$ cat src/rtl/im_pkg.sv
// Shared constants, state encoding and PC helpers for the instruction-memory fetch path.
// Pure declarations: no logic, no timing, no flow control.
package im_pkg;

    localparam logic [31:0] PC_BASE = 32'h0000_3000;
    localparam int          IM_AW   = 12;
    localparam int          QDEPTH  = 2;

    typedef enum logic {
        RUN   = 1'b0,
        FAULT = 1'b1
    } fetch_state_t;

    typedef struct packed {
        logic [31:0] pc;
        logic [31:0] instr;
    } fq_entry_t;

    function automatic logic [IM_AW-1:0] pc_to_idx(input logic [31:0] pc);
        logic [31:0] off;
        off = pc - PC_BASE;
        return off[IM_AW+1:2];
    endfunction

    // 33-bit offset so that pc below PC_BASE shows up as a borrow instead of wrapping
    function automatic logic pc_in_range(input logic [31:0] pc);
        logic [32:0] off;
        off = {1'b0, pc} - {1'b0, PC_BASE};
        return (pc[1:0] == 2'b00) && !off[32] && (off < (33'd1 << (IM_AW + 2)));
    endfunction

endpackage

$ cat src/rtl/im_fetch_queue.sv
// Two-entry {pc, instr} queue; head is a register, so a push is visible one cycle later.
// Caller only pushes when not full or when popping in the same cycle; flush empties it at once.
module im_fetch_queue
    import im_pkg::*;
(
    input  logic        clk,
    input  logic        reset,
    input  logic        push,
    input  logic        pop,
    input  logic        flush,
    input  logic [63:0] push_dat,
    output logic        head_vld,
    output logic        full,
    output logic [63:0] head_dat
);

    logic [63:0] ent0_q, ent0_d;
    logic [63:0] ent1_q, ent1_d;
    logic [1:0]  cnt_q, cnt_d;

    always_comb begin
        ent0_d = ent0_q;
        ent1_d = ent1_q;
        cnt_d  = cnt_q;
        if (flush) begin
            cnt_d = 2'd0;
        end else begin
            case ({push, pop})
                2'b10: begin
                    if (cnt_q == 2'd0) ent0_d = push_dat;
                    else               ent1_d = push_dat;
                    cnt_d = cnt_q + 2'd1;
                end
                2'b01: begin
                    ent0_d = ent1_q;
                    cnt_d  = cnt_q - 2'd1;
                end
                2'b11: begin
                    // occupancy unchanged; the new word lands behind whatever remains
                    if (cnt_q == 2'(QDEPTH)) begin
                        ent0_d = ent1_q;
                        ent1_d = push_dat;
                    end else begin
                        ent0_d = push_dat;
                    end
                end
                default: ;
            endcase
        end
    end

    always_ff @(posedge clk or posedge reset) begin
        if (reset) begin
            ent0_q <= '0;
            ent1_q <= '0;
            cnt_q  <= 2'd0;
        end else begin
            ent0_q <= ent0_d;
            ent1_q <= ent1_d;
            cnt_q  <= cnt_d;
        end
    end

    assign head_vld = (cnt_q != 2'd0);
    assign full     = (cnt_q == 2'(QDEPTH));
    assign head_dat = ent0_q;

endmodule

$ cat src/rtl/im_fetch_ctrl.sv
// PC sequencer sharing one combinational IM read port between fetch and debug; first word
// reaches decode one cycle after its fetch. Fetch stalls while the queue is full and unpopped.
module im_fetch_ctrl
    import im_pkg::*;
(
    input  logic             clk,
    input  logic             reset,
    output logic [IM_AW-1:0] im_addr,
    input  logic [31:0]      im_instr,
    output logic             out_valid,
    input  logic             out_ready,
    output logic [31:0]      out_instr,
    output logic [31:0]      out_pc,
    input  logic             redirect_valid,
    input  logic [31:0]      redirect_pc,
    input  logic             dbg_req,
    input  logic [IM_AW-1:0] dbg_addr,
    output logic             dbg_ack,
    output logic [31:0]      dbg_data,
    output logic             fault
);

    fetch_state_t state_q, state_d;
    logic [31:0]  pc_q, pc_d, pc_inc;
    logic         last_dbg_q, last_dbg_d;
    logic         dbg_ack_q, dbg_ack_d;
    logic [31:0]  dbg_data_q, dbg_data_d;
    logic         q_vld, q_full, pop, push;
    logic         fetch_elig, dbg_gnt, fetch_gnt;
    fq_entry_t    head, push_ent;

    assign pc_inc = pc_q + 32'd4;
    assign pop    = q_vld & out_ready;

    always_ff @(posedge clk or posedge reset) begin
        if (reset) state_q <= RUN;
        else       state_q <= state_d;
    end

    always_comb begin
        state_d = state_q;
        if (redirect_valid)
            state_d = pc_in_range(redirect_pc) ? RUN : FAULT;
        else if (fetch_gnt && !pc_in_range(pc_inc))
            state_d = FAULT;
    end

    // Debug normally wins; after a debug grant an eligible fetch gets the next slot.
    always_comb begin
        fault      = (state_q == FAULT);
        fetch_elig = (state_q == RUN) && (!q_full || pop);
        dbg_gnt    = dbg_req && !(last_dbg_q && fetch_elig);
        fetch_gnt  = fetch_elig && !dbg_gnt;
        push       = fetch_gnt && !redirect_valid;
        im_addr    = dbg_gnt ? dbg_addr : pc_to_idx(pc_q);
    end

    always_comb begin
        pc_d       = pc_q;
        last_dbg_d = dbg_gnt;
        dbg_ack_d  = dbg_gnt;
        dbg_data_d = dbg_gnt ? im_instr : dbg_data_q;
        if (redirect_valid) pc_d = redirect_pc;
        else if (fetch_gnt) pc_d = pc_inc;
    end

    always_ff @(posedge clk or posedge reset) begin
        if (reset) begin
            pc_q       <= PC_BASE;
            last_dbg_q <= 1'b0;
            dbg_ack_q  <= 1'b0;
            dbg_data_q <= '0;
        end else begin
            pc_q       <= pc_d;
            last_dbg_q <= last_dbg_d;
            dbg_ack_q  <= dbg_ack_d;
            dbg_data_q <= dbg_data_d;
        end
    end

    assign push_ent = '{pc: pc_q, instr: im_instr};

    im_fetch_queue u_queue (
        .clk      (clk),
        .reset    (reset),
        .push     (push),
        .pop      (pop),
        .flush    (redirect_valid),
        .push_dat (push_ent),
        .head_vld (q_vld),
        .full     (q_full),
        .head_dat (head)
    );

    assign out_valid = q_vld;
    assign out_instr = head.instr;
    assign out_pc    = head.pc;
    assign dbg_ack   = dbg_ack_q;
    assign dbg_data  = dbg_data_q;

endmodule

$ cat config.mk
export PLATFORM = sky130hd
export DESIGN_NAME = im_fetch_ctrl
export DESIGN_NICKNAME = d
export VERILOG_FILES = /design/src/rtl/im_pkg.sv /design/src/rtl/im_fetch_queue.sv /design/src/rtl/im_fetch_ctrl.sv
export SDC_FILE = /design/constraint.sdc
export NUM_CORES = 1
export LEC_CHECK = 0
export BUFFER_PORTS_ARGS = -buffer_cell sky130_fd_sc_hd__buf_2
export CORE_MARGIN = 8
export CORE_UTILIZATION = 35
export DETAILED_ROUTE_END_ITERATION = 12
export PLACE_DENSITY = 0.64
export SLEW_MARGIN = 15
export SYNTH_ARGS = -nofsm -noshare
export SYNTH_HDL_FRONTEND = slang
export SYNTH_SLANG_ARGS = --single-unit
$ cat constraint.sdc
create_clock -name clk -period 6.05 [get_ports clk]
set_clock_uncertainty 0.2 [all_clocks]
set_input_delay 0.3025 -clock clk [delete_from_list [all_inputs] [get_ports clk]]
set_output_delay 0.3025 -clock clk [all_outputs]
set_load 0.02 [all_outputs]
==> out/qor.yml <==
clocking:
  cts_tree: "built"
  post_cts_buffers: 0
  h-tree-depth: 4
  cts_buffers: 17
  path_clk_slew_ns: 0.07
  cts.sinks: 196
  clockBufferDepth: 2
  cts_hold_buf: 65
  insertion_delay_ns: 0.43
  clockRootBuffer: "clkbuf_16"
  ctsResizeCount: 0
sta:
  relSlewSlack_pct: 29.8
  tns_ns: 0
  setup_slack_ns: 2.38
  hold_viol_final: 0
  max_freq_mhz: 273
  maxSlewViolCount: 0
  worst_slew_pin_slew_ns: 1.05
  grt_setup_unrepaired: "false"
  period_share_pct: 60.6
  setup_viol: 0
  fin_crit_ns: 3.67
route:
  firstDrtPassIters: 5
  viasPerCell: 4.82
  antenna_left: 0
  via_count: 7033
  drtIter0Drc: 436
  drc: 0
  finalWirelength_mm: 24.0
  wl_per_cell_um: 16.4
logic_synthesis:
  yosys-top-cells-count: "nand2_1 (255), dfrtp_1 (194), o21ai_0 (82)"
  synth_area_um2: 9070
  synth_most_common_cell: "nand2_1"
  ys_warn_count: 0
  yosys.area.top_type: "dfrtp_1"
  yosysUniqueCellTypes: 44
  synthFlopType: "dfrtp_1"
  async_flop_share_pct: 100
  synth_top_cell_area_share_pct: 53.5
  synth.area.top_cells: "dfrtp_1 (54%), nand2_1 (11%), mux2_2 (8.2%), mux2i_1 (7.4%), o21ai_0 (4.5%)"
  synth_edf_count: 0
  ys_seq_elements: 196
  yosysSeqAreaShare_pct: 54.1
  syn_nets: 972
  syn_area_per_cell_um2: 10.2
  synthCells: 889
final_layout:
  syn_to_final_growth_pct: 26.3
  drive_above_1_share_pct: 28.0
  final_nets: 1193
  antenna_cells: 0
grt:
  grt_max_degree: 134
  grt_pass1_wl_mm: 38.1
  track_usage_pct: 15.2
  antenna_found_initial: 0
  grt_pass1_vias: 7048
  overflow: 0
floorplanning:
  dieArea_um2: 31300
  rows: 59
  die_x_um: 177
  core_area_um2: 25800
  pin_count: 192
  chipHeight_um: 177
  start_util_pct: 35.2
setup_path:
  startpoint: "u_queue.cnt_q[0]$_DFFE_PP0P_"
  worstPathMaxFanout: 46
  cp.required_ns: 5.55
  start_kind: "flip-flop"
  arrival_ns: 3.16
  endpoint: "im_addr[8]"
  rr_endpoint: "u_queue.head_dat[63]$_DFFE_PP0P_"
  reg2reg_depth: 6
  reg2reg_from: "u_queue.cnt_q[0]$_DFFE_PP0P_"
  crit_type: "flip-flop to output port"
  reg2reg_slack_ns: 2.75
  end_kind: "output port"
power_and_ir_drop:
  power.leakage_nw: 5.54
  powerDensity_nw_per_um2: 261
  vdd_drop_max_uv: 131
placed_design:
  place_ws_ns: 2.74
  dp_hpwl_mm: 16.2
  io_buffers: 191
  gp_congestion: 0.796
flow_run:
  maxCapViolations: 0
min_path:
  min_path_type: "input pin to flip-flop"
  min_from: "out_ready"
outcome:
  status: "complete, no violations"
==> worst min-delay path by stage <==
stage / endpoint / slack [ns] / cells past startpoint
after floorplan: dbg_data[0]$_DFFE_PP0P_ / 0.21 / 2
after global placement: dbg_data[13]$_DFFE_PP0P_ / 0.25 / 2
final: u_queue.cnt_q[1]$_DFFE_PP0P_ / 0.12 / 4
after global routing: u_queue.cnt_q[1]$_DFFE_PP0P_ / 0.14 / 4
after detailed placement: dbg_data[27]$_DFFE_PP0P_ / 0.26 / 2
after CTS: u_queue.cnt_q[1]$_DFFE_PP0P_ / 0.09 / 4
==> layer usage <==
metal / wire, um / GRT usage (%) / vias up
met4: 288 / 4.13 / 0
met3: 1460 / 3.63 / 20
met5: 0 / 0 / -
met2: 11400 / 24.5 / 196
met1: 10800 / 20.0 / 3388
li1: - / - / 3429
==> state kept, by name (all words and copies together) (netlist names) <==
register / cells
dbg_ack: 1
pc_q: 32
dbg_data: 32
u_queue.cnt_q: 2
u_queue.ent1_q: 64
fault: 1
u_queue.head_dat: 64
==> cells by family after synthesis <==
| group | count (synthesis) | share of synthesized area (%) |
|---|---|---|
| fa+ha+maj | 2 | 0.276 |
| xor+xnor | 39 | 3.77 |
| compound gates | 116 | 6.73 |
| buf+inv | 69 | 3.54 |
| simple gates | 334 | 16.0 |
| mux | 133 | 15.6 |
| flops | 196 | 54.1 |
==> stage by stage <==
step,instance area [um^2],power [mW],hold WS (ns),util [%],instances
6_report,11500,2.99,0.120,44.5,1458
5_1_grt,11500,3.14,0.136,44.5,1458
4_1_cts,11500,3.04,0.0948,44.5,1458
3_5_place_dp,10200,1.87,0.257,39.7,1361
3_3_place_gp,10200,1.87,0.252,39.7,1361
2_1_floorplan,9070,1.71,0.208,-,889
==> area by class of cell <==
class | instances | area [um^2]
Fill cell | 2447 | 14300
Sequential cell | 196 | 4910
Multi-Input combinational cell | 624 | 3870
Timing Repair Buffer | 262 | 1650
Clock buffer | 20 | 457
Tap cell | 335 | 419
Clock inverter | 12 | 118
Inverter | 9 | 41.3
==> power breakdown <==
part	internal, mW	leakage [nW]	total [mW]	switching (mW)
Sequential	1.39	2.58	1.46	0.0753
Combinational	0.158	2.68	0.409	0.251
Clock	0.599	0.276	1.12	0.522
Total	2.15	5.54	2.99	0.848
==> cell usage in the layout (no fill, tap or decap), types with 7 or more instances in the layout <==
cell,count
dlygate4sd3_1,65
o21ai_0,82
nor3_1,10
mux2i_1,67
clkbuf_16,17
nor4_1,8
dfrtp_1,194
nor2_1,13
mux2_2,66
xnor2_1,19
nand3_1,16
xor2_1,20
nand2_1,253
buf_2,191
o21ai_1,16
inv_1,7
==> critical path: stages, from the launching register on <==
cell and delay [ns]:
dfrtp_1 0.47, or3b_1 0.46, nand3_1 0.12, nand2_2 0.53, clkinv_1 0.29, buf_4 0.44, nand2_1 0.14, nand2_1 0.08
buf_2 0.16
No activity file was read; power rests on OpenSTA's default activity.
